### src/rtl/fifo_rd_stream.sv
// fifo_rd_stream: FWFT FIFO read port to valid/ready stream via a 2-entry skid buffer; FIFO_RD_STREAM_LAST_EN adds packet last framing
module fifo_rd_stream #(
    parameter int DSIZE   = 8,
    parameter int PKT_LEN = 16
) (
    input  logic             rclk,
    input  logic             rrst,
    input  logic             flush,
    input  logic             rempty,
    input  logic [DSIZE-1:0] rdata,
    output logic             rinc,
    output logic             out_valid,
    input  logic             out_ready,
    output logic [DSIZE-1:0] out_data,
    output logic             out_last,
    output logic [15:0]      xfer_cnt
);
    logic [DSIZE-1:0] head, tail;
    logic [1:0]       occ;
    logic             drain;

    if (PKT_LEN < 1 || PKT_LEN > 65535) begin : g_bad_pkt_len
        $error("PKT_LEN out of range");
    end

    // pop depends only on registered occupancy, never on out_ready
    assign rinc      = !rempty && occ != 2'd2 && !flush && !rrst;
    assign out_valid = occ != 2'd0;
    assign out_data  = head;
    assign drain     = out_valid && out_ready;

    // skid buffer: head is presented, tail catches the word popped while stalled
    always_ff @(posedge rclk) begin
        if (rrst) begin
            occ  <= 2'd0;
            head <= '0;
            tail <= '0;
        end else if (flush) begin
            occ <= 2'd0;
        end else if (rinc && !drain) begin
            if (occ == 2'd0) head <= rdata;
            else tail <= rdata;
            occ <= occ + 2'd1;
        end else if (drain && !rinc) begin
            head <= tail;
            occ  <= occ - 2'd1;
        end else if (rinc && drain) begin
            head <= rdata;
        end
    end

    // saturating accepted-beat counter; survives flush, cleared only by reset
    always_ff @(posedge rclk) begin
        if (rrst) xfer_cnt <= '0;
        else if (drain && xfer_cnt != 16'hFFFF) xfer_cnt <= xfer_cnt + 16'd1;
    end

`ifdef FIFO_RD_STREAM_LAST_EN
    localparam int BW = PKT_LEN > 1 ? $clog2(PKT_LEN) : 1;
    localparam logic [BW-1:0] LAST_BEAT = BW'(PKT_LEN - 1);
    logic [BW-1:0] beat;

    // beat position within the packet, restarted by flush
    always_ff @(posedge rclk) begin
        if (rrst || flush) beat <= '0;
        else if (drain) beat <= (beat == LAST_BEAT) ? '0 : beat + 1'b1;
    end

    assign out_last = out_valid && beat == LAST_BEAT;
`else
    assign out_last = 1'b0;
`endif
endmodule

### config.mk
export PLATFORM = sky130hd
export DESIGN_NAME = fifo_rd_stream
export DESIGN_NICKNAME = d
export VERILOG_FILES = /design/src/rtl/fifo_rd_stream.sv
export SDC_FILE = /design/constraint.sdc
export NUM_CORES = 1
export LEC_CHECK = 0
export BUFFER_PORTS_ARGS = -buffer_cell sky130_fd_sc_hd__buf_2
export CAP_MARGIN = 0
export CORE_AREA = 2 2 65 67
export CTS_CLUSTER_SIZE = 30
export DETAILED_ROUTE_END_ITERATION = 10
export DIE_AREA = 0 0 67 69
export PLACE_DENSITY = 0.65
export REMOVE_ABC_BUFFERS = 1
export SLEW_MARGIN = 5
export SYNTH_ARGS = -nofsm -noshare
export SYNTH_HDL_FRONTEND = slang
export SYNTH_SLANG_ARGS = --single-unit
### constraint.sdc
create_clock -name rclk -period 2.45 [get_ports rclk]
set_input_delay 0 -clock rclk [delete_from_list [all_inputs] [get_ports rclk]]
set_output_delay 0 -clock rclk [all_outputs]
set_load 0.01 [all_outputs]
# == After elaboration in Yosys (flattened, before gate mapping) ==
# Index checks and enable logic that the tools add are counted.
# word_totals
wordCells,38
regBits,34
input_bits,13
rom_bits,0
mem_count,0
ramBits,0
latchBits,0
# classes
order_cmp,0
mux,6
shifts,0
eq_ne,3
bitwise_logic,2
div,0
add_sub_neg,3
multipliers,0
n_reduce_logical,20
# op_table
operator,n
8-bit 2-to-1 mux,4
"16-bit by 1-bit adder with 16-bit output, second input constant",1
"16-bit inequality test, second input constant",1
1-bit logical AND,8
3-bit AND reduction,2
1-bit zero test,5
2-bit 2-to-1 mux,2
2-bit nonzero test,2
3-bit nonzero test,1
"2-bit by 1-bit adder with 2-bit output, second input constant",1
2-bit zero test,1
"2-bit by 1-bit inequality test with 1-bit output, second input constant",1
"2-bit inequality test, second input constant",1
1-bit NOT,2
2-bit OR reduction,1
"2-bit by 1-bit subtractor with 2-bit output, second input constant",1

# == Depth between registers and ports, before layout ==
# Gate-level depths: netlist of the first run.
# depth
ltp_word,8
mapped_depth,10
ltp_nobuf,8

# == Worst setup path before layout of the first run ==
# OpenSTA, ideal clock, no wires.
# synth_timing
path_kind,register -> register
from,register occ[0]
to,register tail[0]
arrival_time_ns,2.136
setup_slack_ns,0.186
synth_period_minus_slack_ns,2.264
setup_ns,0.128
n_path_buf,1
path_stages_with_launch,10
required_time_ns,2.322
path_cell_list,dfxtp_1 > buf_4 > nor2b_1 > or4_1 > inv_1 > ha_1 > o21ai_0 > nor2_1 > mux2i_1 > nor2_1
# synth_via
elab_chain_cells,6
word_cells_on_any_way,11
# synth_rtl
item,line,text
"start, declared",19,logic [1:0] occ;
"start signal, assigned",43,occ <= occ + 2'd1;
"start signal, assigned",46,occ <= occ - 2'd1;
2-bit inequality test,27,assign rinc = !rempty && occ != 2'd2 && !flush && !rrst;
1-bit logical AND (3 in series),27,
net rinc,11,"output logic rinc,"
1-bit logical AND,40,end else if (rinc && !drain) begin
3-bit AND reduction (no line),-,
"end signal, assigned",42,else tail <= rdata;
"end, declared",18,"logic [DSIZE-1:0] head, tail;"
# The timed path passes the listed nets, and every way through them passes these cells.
# A chain may end at the register's enable or synchronous reset.

# == Worst setup path after layout of the first run ==
# layout_timing
from,input port flush
to,register head[3] (netlist: out_data[3])
# layout_via
elab_chain_cells,7
word_cells_on_any_way,13
# layout_rtl
item,line,text
"start, declared",8,"input logic flush,"
1-bit zero test,27,
1-bit logical AND (2 in series),27,
1-bit zero test,44,end else if (drain && !rinc) begin
1-bit logical AND,44,
3-bit nonzero test (no line) or 8-bit 2-to-1 mux (tied branches),-,
3-bit AND reduction (no line) or 8-bit 2-to-1 mux (tied branches),-,
"end signal, assigned",41,if (occ == 2'd0) head <= rdata;
"end signal, assigned",45,head <= tail;
"end signal, assigned",48,head <= rdata;
"end, declared",18,
# Several ways; a longest one is shown, not always the timed one.

==> results of run 1 <==
[cells in the mapped netlist, types with 2 or more instances]
| master | instances | area share |
|---|---|---|
| inv_1 | 6 | 0.014 |
| nor2_1 | 22 | 0.050 |
| nand2_1 | 6 | 0.014 |
| xnor2_1 | 2 | 0.011 |
| or4_1 | 10 | 0.046 |
| o31ai_1 | 8 | 0.037 |
| ha_1 | 4 | 0.031 |
| nand4_1 | 5 | 0.019 |
| nand3_1 | 5 | 0.015 |
| nor3_1 | 5 | 0.015 |
| o41ai_1 | 2 | 0.011 |
| buf_4 | 2 | 0.0092 |
| and3_1 | 2 | 0.0076 |
| dfxtp_1 | 34 | 0.42 |
| nor4_1 | 2 | 0.0076 |
| clkbuf_1 | 9 | 0.021 |
| o21ai_0 | 3 | 0.0092 |
| or3_1 | 2 | 0.0076 |
| and4_1 | 2 | 0.011 |
| mux2i_1 | 16 | 0.098 |
| a21oi_1 | 13 | 0.040 |
| a211oi_1 | 10 | 0.046 |
| nand3b_1 | 2 | 0.0092 |
[power by group through the flow]
| stage | registers, uW | clock network (uW) | logic (uW) |
|---|---|---|---|
| after floorplan | 585 | 0 | 39.8 |
| after global placement | 582 | 0 | 84.8 |
| after detailed placement | 582 | 0 | 85.0 |
| after CTS | 570 | 440 | 96.0 |
| after global routing | 571 | 465 | 107 |
| final | 570 | 427 | 96.3 |
[worst paths after layout]
kind / startpoint / endpoint / slack, ps / depth (start not counted)
worst max-delay path: flush / out_data[3]$_SDFFE_PP0P_ / 240 / 7
worst min register to register: tail[1]$_SDFFE_PP0P_ / tail[1]$_SDFFE_PP0P_ / 500 / 2
worst max register to register: occ[0]$_SDFFE_PP0P_ / out_data[3]$_SDFFE_PP0P_ / 270 / 6
worst min-delay path: rrst / tail[4]$_SDFFE_PP0P_ / 230 / 3
[critical path: stages]
cell and delay (ps):
dlygate4sd3_1 530, buf_2 160, or4_1 590, ha_1 260, nor3b_4 530, nor2_1 90, a211oi_1 240
[cell usage in the layout (no fill, tap or decap), drive strengths merged, types with 2 or more instances in the layout]
cell	count
and3	2
clkbuf	7
inv	6
nand3	5
ha	4
buf	44
nor4	2
or3	2
a211oi	10
or4	10
dfxtp	34
a21oi	13
nand2	6
o41ai	2
mux2i	16
o31ai	8
nor3	5
nand4	5
and4	2
xnor2	2
nor2	22
dlygate4sd3	9
o21ai	4
nand3b	2
[through the flow]
stage,setup WS (ps),util
floorplan,-50.5,-
global placement,200,0.482
detailed placement,93.6,0.482
CTS,73.9,0.528
global route,28.7,0.530
finish,245,0.530
[sequential cells by signal, indices dropped and copies added, names as in the netlist]
register and flops:
occ 2, out_data 8, tail 8, xfer_cnt 16
[routing by layer]
layer / global-route usage / vias to the layer above
met3: 0.0424 / 5
met1: 0.230 / 669
met5: 0 / -
li1: - / 777
met2: 0.259 / 30
met4: 0.0544 / 0
[what timing repair did]
item / CTS / global route
endpoints found under the setup margin: 0 / 8
hold buffers: 9 / 0
endpoints found under the hold margin: 10 / 0
gates resized for setup: 0 / 1
[logic make-up after synthesis]
| family | after synthesis | synth area share |
|---|---|---|
| compound gates | 39 | 0.159 |
| xor+xnor | 3 | 0.0161 |
| fa+ha+maj | 4 | 0.0306 |
| buf+inv | 18 | 0.0466 |
| flops | 34 | 0.416 |
| mux | 16 | 0.0979 |
| other cells | 1 | 0.00229 |
| simple gates | 69 | 0.232 |
[layout make-up]
class | count | area (um^2)
clock inverter | 1 | 5.00
multi-input combinational | 132 | 892
sequential | 34 | 681
tap | 50 | 62.6
timing repair buffer | 53 | 325
inverter | 6 | 22.5
clock buffer | 7 | 86.3
fill | 386 | 1840
==> qor.yml, run 1 <==
power:
  intPower_uw: 836
  power_uw: 1090
  clkPwrFrac: 0.391
  p_switching_uw: 258
  power_density_nw_per_um2: 527
  peakVddDrop_mv: 0.402
  sw_frac_of_total: 0.236
  comb_power_share: 0.088
  power_frac_seq: 0.521
  p_leak_uw: 0.000850
logic_synthesis:
  async_flop_share: 0
  synthCells: 184
  synth_ff_type: "dfxtp_1"
  synth_cell_types: 35
  ys_seq_area_frac: 0.416
  synth_edf_count: 0
  netlist_area_um2: 1640
  yosys_warnings: 0
  ys_seq_elements: 34
  postSynthAreaPerCell_um2: 8.89
placed_design:
  post_dp_cell_area_um2: 1890
  dp.cells: 266
  dp_hpwl_um: 2480
  gp_congestion: 0.734
  port_buffers: 38
die:
  die_x_um: 67
  core.rowCount: 23
  core_area_um2: 3910
  io_pins: 40
  dieHeight_um: 69
  initial_utilization: 0.418
  die_area_um2: 4620
setup_path:
  crit_path_end_kind: "register"
  crit_fanout: 16
  cp.arrival_ps: 2400
  required_ps: 2640
  crit_type: "in2reg"
  start_kind: "input port"
clocking:
  clkSinkCount: 34
  cts-root-buf: "clkbuf_8"
  insertion_delay_ps: 280
  path_clk_slew_ps: 70
  clockBufferDepth: 2
  h-tree-depth: 2
  cts_buffers: 5
  post_cts_buffers: 0
  cts_tree: "yes"
layout:
  design_area_um2: 2070
  n_antenna_cell: 0
  drive_above_1_share: 0.236
  area_delta_synth_final_pct: 26.8
  nets: 249
  final_cells: 283
global_route:
  grt_pass1_vias: 1397
  antenna_found_initial: 0
  grt_usage: 0.169
  grt_pass1_wl_um: 6240
  grt_start_max_net_pins: 35
  grt-ovfl-total: 0
timing:
  hold-worst-slack_ps: 228
  finalCritPeriodShare: 0.900
  max_freq_ghz: 0.453
  hold_violations: 0
  slew_headroom: 0.597
  worstMarginPinSlew_ps: 604
  layout_min_cycle_time_ps: 2210
  tns_ps: 0
  finalSetupViolCount: 0
  rsz0062_at_grt: "no"
  skew_ps: 5.41
  slew_violations: 0
routing:
  drt_first_iter_violations: 102
  route.met2.wl_um: 1670
  routed_wl_um: 3600
  viasPerCell: 5.23
  drc: 0
  top_layer: "met4"
  ant_nets: 0
  drt-pass1-iter-count: 4
  wl_met3_um: 168
  wl_per_cell_um: 12.7
  met1_length_um: 1730
  dr_total_vias: 1481
run_status:
  status: "completed"
job:
  cap_violations: 0
worst_hold_path:
  hp-class: "in2reg"
Power figures use the tool's default switching activity.
==> run 2, diff against run 1 <==
Settings changed: CORE_AREA 2 2 65 67 to 2 2 61 78, DIE_AREA 0 0 67 69 to 0 0 63 80, PLACE_DENSITY 0.65 to 0.62.
==> run 2 against run 1 <==
Sequential cell count did not move. Worst setup slack worse by 11 ps. Routed wire length is 3.2% higher. Largest cell class unchanged.
==> qor.yml, run 2 (synthesis results as in run 1) <==
routing:
  viasPerCell: 5.27  # +0.63%
  drt-pass1-iter-count: 4  # unchanged
  ant_nets: 0  # unchanged
  wl_per_cell_um: 12.7  # -0.33%
  dr_total_vias: 1543  # +4.2%
  routed_wl_um: 3720  # +3.2%
  drt_first_iter_violations: 60  # -41%
  drc: 0  # unchanged
timing:
  worstMarginPinSlew_ps: 632  # +28.0 ps
  max_freq_ghz: 0.451  # -0.49%
  finalCritPeriodShare: 0.904  # +0.00439
  slew_headroom: 0.578  # -0.0187
  skew_ps: 12.0  # +6.64 ps
  hold_violations: 0  # unchanged
  layout_min_cycle_time_ps: 2220  # +10.8 ps
  finalSetupViolCount: 0  # unchanged
  hold-worst-slack_ps: 248  # +19.4 ps
  rsz0062_at_grt: "no"
  slew_violations: 0  # unchanged
worst_hold_path:
  hp-class: "in2reg"
layout:
  final_cells: 293  # +3.5%
  design_area_um2: 2120  # +2.1%
  area_delta_synth_final_pct: 29.4
  nets: 251  # +0.80%
  fin_util: 0.494  # -0.0363
  largest-register: "xfer_cnt"
  mostFrequentLayoutCell: "buf_2"
  layout_common_cells: "buf_2 (38), dfxtp_1 (34), nor2_1 (22), mux2i_1 (16), a21oi_1 (13)"
  drive_above_1_share: 0.243  # +0.00650
  n_antenna_cell: 0  # unchanged
  largest_reg_flops: 16  # unchanged
clocking:
  cts_tree: "yes"
  cts_buffers: 5  # unchanged
  clockBufferDepth: 2  # unchanged
  clkSinkCount: 34  # unchanged
  insertion_delay_ps: 280  # about the same
  path_clk_slew_ps: 70  # about the same
  cts-root-buf: "clkbuf_8"
  h-tree-depth: 2  # unchanged
  post_cts_buffers: 0  # unchanged
setup_path:
  cp_slowest_cell: "or4_1"
  crit_type: "in2reg"
  crit_path_end_kind: "register"
  crit_fanout: 16  # unchanged
  path_cells: "dlygate4sd3_1 -> buf_2 -> or4_1 -> ha_1 -> nor3b_4 -> nor2_1 -> a211oi_1"
  required_ps: 2650  # about the same
  cp.arrival_ps: 2420  # +20 ps
  start_kind: "input port"
  reg2reg_setup_slack_ps: 280  # about the same
  critPathMaxStageDelay_ps: 590  # about the same
power:
  p_leak_uw: 0.000864  # +1.7%
  power_density_nw_per_um2: 556  # +5.5%
  power_uw: 1180  # +7.7%
  peakVddDrop_mv: 0.506  # +26%
die:
  core.rowCount: 27  # +17%
  core_area_um2: 4290  # +9.6%
  die_area_um2: 5040  # +9.0%
  die_x_um: 63  # -6.0%
  io_pins: 40  # unchanged
  dieHeight_um: 80  # +16%
  initial_utilization: 0.381  # -0.0367
global_route:
  grt_usage: 0.159  # -0.00979
  antenna_found_initial: 0  # unchanged
  grt-ovfl-total: 0  # unchanged
  grt_pass1_wl_um: 6380  # +2.3%
  grt_pass1_vias: 1420  # +1.6%
  grt_start_max_net_pins: 35  # unchanged
placed_design:
  post_dp_cell_area_um2: 1910  # +1.3%
  dp.cells: 276  # +3.8%
  dp_hpwl_um: 2630  # +6.0%
  gp_congestion: 0.746  # +1.7%
  port_buffers: 38  # unchanged
job:
  cap_violations: 0  # unchanged
run_status:
  status: "completed"
## run 2: cell type report
class | instances | area, um^2
repair buffers | 55 | 340
multi-input cells | 132 | 892
flip-flops and latches | 34 | 681
well taps | 58 | 72.6
fillers | 436 | 2170
inverters | 6 | 22.5
clock buffers | 6 | 72.6
clock inverters | 2 | 37.5
## run 2: power breakdown
| group | internal (uW) | leakage [uW] | switching [uW] |
|---|---|---|---|
| clock network | 304 | 0.0000514 | 206 |
| registers | 562 | 0.000275 | 6.16 |
| logic | 47.3 | 0.000538 | 52.5 |
## run 2: path summary, 6_finish.rpt
kind,startpoint,to,depth (start not counted)
worst max-delay path,flush,out_data[1]$_SDFFE_PP0P_,7
worst min-delay path,rrst,tail[0]$_SDFFE_PP0P_,3
worst max register to register,occ[1]$_SDFFE_PP0P_,out_data[1]$_SDFFE_PP0P_,6
worst min register to register,tail[2]$_SDFFE_PP0P_,tail[2]$_SDFFE_PP0P_,2
## run 2: through the flow
stage	setup slack, ps	setup TNS [ps]
floorplan	-50.5	-372
global placement	217	0
global route	45.1	0
finish	234	0
detailed placement	115	0
CTS	32.3	0
## run 2: timing repair
item / CTS / global route
endpoints found under the hold margin: 10 / 0
endpoints found under the setup margin: 0 / 8
resized for setup: 0 / 1
hold buffers: 9 / 0
## run 2: metal layers
layer	up-vias	wire (um)	track usage	share of wire
met3	2	158	0.0522	0.042
met1	733	1630	0.172	0.44
met5	-	0	0	0
met4	0	22	0.0556	0.0059
li1	780	-	-	-
met2	28	1910	0.288	0.51
## run 2: critical path: cells and delay by family
family / cells / cell delay (ps)
adders and majority gates: 1 / 270
AOI/OAI and AO/OA: 1 / 220
buffers and inverters: 2 / 690
and+or+nand+nor: 3 / 1240
